==> config.mk <==
export PLATFORM = sky130hd
export DESIGN_NAME = key_cmd_sched
export DESIGN_NICKNAME = d
export VERILOG_FILES = /design/src/rtl/key_cmd_sched.sv
export SDC_FILE = /design/constraint.sdc
export NUM_CORES = 1
export LEC_CHECK = 0
export BUFFER_PORTS_ARGS = -buffer_cell sky130_fd_sc_hd__buf_2
export CORE_UTILIZATION = 46
export DETAILED_ROUTE_END_ITERATION = 10
export PLACE_DENSITY = 0.66
export SLEW_MARGIN = 0
export SYNTH_ARGS = -nofsm -noshare
export SYNTH_HDL_FRONTEND = slang
export SYNTH_SLANG_ARGS = --single-unit
==> constraint.sdc <==
create_clock -name clk -period 2.92 [get_ports clk]
set_clock_uncertainty 0.05 [all_clocks]
set_input_delay 0.438 -clock clk [delete_from_list [all_inputs] [get_ports clk]]
set_output_delay 0.438 -clock clk [all_outputs]
set_load 0.05 [all_outputs]
==> src/rtl/key_cmd_sched.sv <==
// key_cmd_sched
// Converts four debounced active-low button lines into discrete game commands.
// Every press yields one command. Keys enabled in REPEAT_MASK auto-repeat
// while held: first after DELAY_TICKS ticks, then every RATE_TICKS ticks.
// Commands wait in a per-key pending vector and are issued lowest index
// first through a registered valid/ready output port.

module key_cmd_sched #(
  parameter int         TICK_DIV    = 50000,
  parameter int         DELAY_TICKS = 200,
  parameter int         RATE_TICKS  = 50,
  parameter logic [3:0] REPEAT_MASK = 4'b1110
) (
  input  logic       clk,
  input  logic       rst,
  input  logic [3:0] key_in,
  input  logic       en,
  input  logic       cmd_ready,
  output logic       cmd_valid,
  output logic [1:0] cmd_id,
  output logic [3:0] held
);

  // Prescaler width: TICK_DIV >= 2, so the width is always at least 1 bit.
  localparam int             PW         = $clog2(TICK_DIV);
  localparam logic [PW-1:0]  PRESC_LAST = PW'(TICK_DIV - 1);
  localparam logic [PW-1:0]  PRESC_ONE  = PW'(1'b1);
  localparam logic [7:0]     DELAY_LAST = 8'(DELAY_TICKS);
  localparam logic [7:0]     RATE_LAST  = 8'(RATE_TICKS);

  typedef enum logic [1:0] {
    ST_IDLE   = 2'd0,
    ST_DELAY  = 2'd1,
    ST_REPEAT = 2'd2
  } key_state_t;

  // Prescaler and tick
  logic [PW-1:0] presc_r;
  logic          tick_s;

  // Edge detection
  logic [3:0]    key_q_r;
  logic [3:0]    press_s;

  // Per-key repeat machines
  key_state_t    state_r     [4];
  key_state_t    state_nxt_s [4];
  logic [7:0]    cnt_r       [4];
  logic [7:0]    cnt_nxt_s   [4];
  logic [3:0]    evt_s;

  // Pending vector and output arbitration
  logic [3:0]    pend_r;
  logic [3:0]    pend_nxt_s;
  logic [3:0]    pend_clr_s;
  logic          pend_any_s;
  logic [1:0]    pick_id_s;
  logic          load_s;

  assign tick_s  = (presc_r == PRESC_LAST);
  assign press_s = key_q_r & ~key_in;

  // Free-running prescaler; wraps at TICK_DIV-1 independent of en.
  always_ff @(posedge clk or posedge rst) begin
    if (rst) begin
      presc_r <= '0;
    end else if (tick_s) begin
      presc_r <= '0;
    end else begin
      presc_r <= presc_r + PRESC_ONE;
    end
  end

  // Key history for press detection and the held mirror; reset to
  // "released" so a key held through reset is seen as a fresh press.
  always_ff @(posedge clk or posedge rst) begin
    if (rst) begin
      key_q_r <= 4'b1111;
      held    <= 4'b0000;
    end else begin
      key_q_r <= key_in;
      held    <= ~key_in;
    end
  end

  // Per-key next state: release wins over everything, a press starts the
  // delay phase, ticks advance the counter and fire repeats.
  always_comb begin
    for (int k = 0; k < 4; k++) begin
      state_nxt_s[k] = state_r[k];
      cnt_nxt_s[k]   = cnt_r[k];
      evt_s[k]       = 1'b0;
      if (key_in[k]) begin
        state_nxt_s[k] = ST_IDLE;
        cnt_nxt_s[k]   = 8'd0;
      end else begin
        case (state_r[k])
          ST_IDLE: begin
            if (press_s[k]) begin
              // A tick coinciding with the press edge is deliberately ignored.
              state_nxt_s[k] = ST_DELAY;
              cnt_nxt_s[k]   = 8'd0;
              evt_s[k]       = 1'b1;
            end else begin
              state_nxt_s[k] = ST_IDLE;
            end
          end
          ST_DELAY: begin
            if (tick_s) begin
              if ((cnt_r[k] + 8'd1) == DELAY_LAST) begin
                state_nxt_s[k] = ST_REPEAT;
                cnt_nxt_s[k]   = 8'd0;
                evt_s[k]       = REPEAT_MASK[k];
              end else begin
                cnt_nxt_s[k]   = cnt_r[k] + 8'd1;
              end
            end else begin
              cnt_nxt_s[k] = cnt_r[k];
            end
          end
          ST_REPEAT: begin
            if (tick_s) begin
              if ((cnt_r[k] + 8'd1) == RATE_LAST) begin
                cnt_nxt_s[k] = 8'd0;
                evt_s[k]     = REPEAT_MASK[k];
              end else begin
                cnt_nxt_s[k] = cnt_r[k] + 8'd1;
              end
            end else begin
              cnt_nxt_s[k] = cnt_r[k];
            end
          end
          default: begin
            state_nxt_s[k] = ST_IDLE;
            cnt_nxt_s[k]   = 8'd0;
          end
        endcase
      end
    end
  end

  // Per-key state and tick counter registers.
  always_ff @(posedge clk or posedge rst) begin
    if (rst) begin
      for (int k = 0; k < 4; k++) begin
        state_r[k] <= ST_IDLE;
        cnt_r[k]   <= 8'd0;
      end
    end else begin
      for (int k = 0; k < 4; k++) begin
        state_r[k] <= state_nxt_s[k];
        cnt_r[k]   <= cnt_nxt_s[k];
      end
    end
  end

  // Lowest-index pending key wins the output register.
  always_comb begin
    pend_any_s = (pend_r != 4'b0000);
    casez (pend_r)
      4'b???1: pick_id_s = 2'd0;
      4'b??10: pick_id_s = 2'd1;
      4'b?100: pick_id_s = 2'd2;
      4'b1000: pick_id_s = 2'd3;
      default: pick_id_s = 2'd0;
    endcase
  end

  // Pending update: arbitration uses the pre-event vector, so an event on
  // the key being loaded this cycle survives as a new pending bit.
  always_comb begin
    load_s = !cmd_valid || cmd_ready;
    if (load_s && pend_any_s) begin
      pend_clr_s = 4'b0001 << pick_id_s;
    end else begin
      pend_clr_s = 4'b0000;
    end
    if (en) begin
      pend_nxt_s = (pend_r & ~pend_clr_s) | evt_s;
    end else begin
      pend_nxt_s = 4'b0000;
    end
  end

  // Pending vector register.
  always_ff @(posedge clk or posedge rst) begin
    if (rst) begin
      pend_r <= 4'b0000;
    end else begin
      pend_r <= pend_nxt_s;
    end
  end

  // Output register: reloads whenever empty or being accepted; cmd_id is
  // frozen while a command waits for cmd_ready.
  always_ff @(posedge clk or posedge rst) begin
    if (rst) begin
      cmd_valid <= 1'b0;
      cmd_id    <= 2'd0;
    end else if (load_s) begin
      cmd_valid <= pend_any_s;
      if (pend_any_s) begin
        cmd_id <= pick_id_s;
      end else begin
        cmd_id <= cmd_id;
      end
    end else begin
      cmd_valid <= cmd_valid;
      cmd_id    <= cmd_id;
    end
  end

endmodule
==> metrics.yaml <==
outcome:
  status: "finished clean"
logic_synthesis:
  async_reset_ff_share_pct: 100
  syn_nets: 548
  syn_area_um2: 4530
  syn_inst: 512
  ys_seq_area_share_pct: 39.3
  synth_flop_cell: "dfrtp_1"
  synth_edf_count: 0
  ys_ff_latch: 71
  avgSynthCellArea_um2: 8.85
  yosysWarnings: 0
  synth_cell_type_count: 70
die:
  die-width_um: 101
  die_y_um: 101
  core-area_um2: 9370
  start_util_pct: 48.3
  fp-row-count: 35
  pin_count: 15
  dieArea_um2: 10200
cts:
  clk_latency_ns: 0.35
  clkTransAtPathRegs_ns: 0.09
  ctsResizeCount: 0
  cts_buffers: 9
  ctsHoldBuffers: 0
  clk_path_buf_depth: 2
  htreeDepth: 3
  clock_sinks: 71
  cts_tree: "yes"
  cts_root_buffer: "clkbuf_8"
  postCtsSetupBuffers: 0
setup_path:
  worstPathMaxFanout: 10
  endpoint_kind: "flop"
  rr_worst_depth: 5
  cp_data_arrival_time_ns: 3.01
  worstPathRequired_ns: 3.17
  startpoint_type: "flop"
  r2r_setup_slack_ns: 0.16
  crit_type: "flop to flop"
pwr:
  ir_drop_uv: 373
  p_total_mw: 2.16
  p_per_area_nw_per_um2: 439
  p_leak_nw: 2.07
drt:
  firstDrtPassIters: 4
  via_per_inst: 5.54
  vias: 3642
  ant_nets: 0
  route.detailed.drc: 0
  wl_um: 9210
  wl_per_cell_um: 14.0
  drt_iter0_drc: 114
global_route:
  grt_pass1_wl_um: 16000
  antenna_found_initial: 0
  grt_max_degree: 28
  grt_pass1_vias: 3486
  gr-total-overflow: 0
  track_usage_pct: 19.9
timing:
  final-setup-viol-count: 0
  fin_crit_ns: 2.76
  max_freq_mhz: 362
  worst_pin_slew_ns: 0.776
  hold_viol: 0
  setup_slack_ns: 0.158
  rsz0062_at_grt: "false"
  relSlewSlack_pct: 46.9
  drv_slew: 0
  min_period_over_period_pct: 94.6
  setup_tns_ns: 0
flow_run:
  maxCapViolations: 0
layout:
  drive_gt1_share_pct: 11.4
  areaGrowthSynthToFinish_pct: 8.73
  num-fill-cells: 857
  utilization_pct: 52.6
  nets: 559
  antenna_cells: 0
place:
  globalplace.congestion: 0.864
  io_buffers: 14
  dp_slack_ns: 0.201
  dp_hpwl_um: 6790
min_path:
  hold_class: "input port to async pin"
[critical path, cell delays in order (launching register included)]
cell and delay (ns):
dfrtp_1 0.43, or4b_4 0.55, or4_1 0.73, nor3b_2 0.58, and4_1 0.26, a221o_1 0.10
[kinds of logic (layout without fill, tap and decap cells)]
family	Yosys count	after routing	synth area share, %
flops	71	71	39.3
mux	7	7	1.71
xor+xnor	22	22	4.25
simple gates	226	226	26.6
compound gates	111	111	16.4
fa+ha+maj	28	28	7.73
buf+inv	47	63	3.98
[state kept, by name, indices dropped and copies added (netlist names)]
name       flops
state_r        8
presc_r       16
cmd_valid      1
pend_r         4
cnt_r         32
key_q_r        4
held           4
cmd_id         2
[where the power goes]
part	switching, mW	total, mW	internal [mW]
clock network	0.391	0.811	0.420
logic	0.209	0.310	0.101
registers	0.0263	1.04	1.02
total	0.626	2.16	1.54
[area by class of cell]
class	count	area [um^2]	share of cell area, %
Tap cell	129	161	3.28
Inverter	29	109	2.21
Multi-Input combinational cell	394	2570	52.1
Sequential cell	71	1780	36.2
Clock inverter	6	67.6	1.37
Clock buffer	10	138	2.79
Timing Repair Buffer	18	100	2.03
[per-layer routing]
layer  vias up  track usage [%]  part of all wire (%)
met5         -                0                     0
li1       1845                -                     -
met1      1743             26.7                    50
met2        44             32.0                    46
met3        10             4.97                   2.5
met4         0             5.57                   1.3
[cells in the mapped netlist, types with 10 or more instances]
cell,instances,area share (%)
dfrtp_1,67,37
nand2_1,64,5.3
nor2_1,41,3.4
o21ai_0,33,3.6
inv_1,29,2.4
ha_1,28,7.7
nand3_1,24,2.7
clkbuf_1,15,1.2
xor2_1,14,2.7
a21oi_1,13,1.4
nand2b_1,10,1.4
nor3_1,10,1.1
[worst paths after layout]
kind	from	to
min reg2reg	presc_r[13]	presc_r[13]
max	presc_r[7]	cnt_r[5]
min in group clk	key_in[2]	key_q_r[2]
max in group asynchronous	rst	cnt_r[25]
min	rst	state_r[7]
max reg2reg	presc_r[7]	cnt_r[5]
[placed cells by master (no fill, tap or decap), drive strengths merged, types with 9 or more instances in the layout]
| cell | n |
|---|---|
| clkbuf | 10 |
| nand4 | 9 |
| nor2 | 42 |
| nor3 | 11 |
| inv | 30 |
| nand2b | 10 |
| a21oi | 14 |
| buf | 18 |
| ha | 28 |
| o21ai | 36 |
| dfrtp | 67 |
| nand3 | 24 |
| and2 | 9 |
| xor2 | 14 |
| nand2 | 64 |
[per-stage QoR]
| stage | cell area, um^2 | hold slack, ns | std cells |
|---|---|---|---|
| after CTS | 4930 | 0.106 | 657 |
| after global placement | 4720 | 0.422 | 641 |
| after global routing | 4930 | 0.122 | 657 |
| after detailed placement | 4720 | 0.436 | 641 |
| after floorplan | 4530 | 0.392 | 512 |
| final | 4930 | 0.0942 | 657 |
No activity file was read; power rests on OpenSTA's default activity.
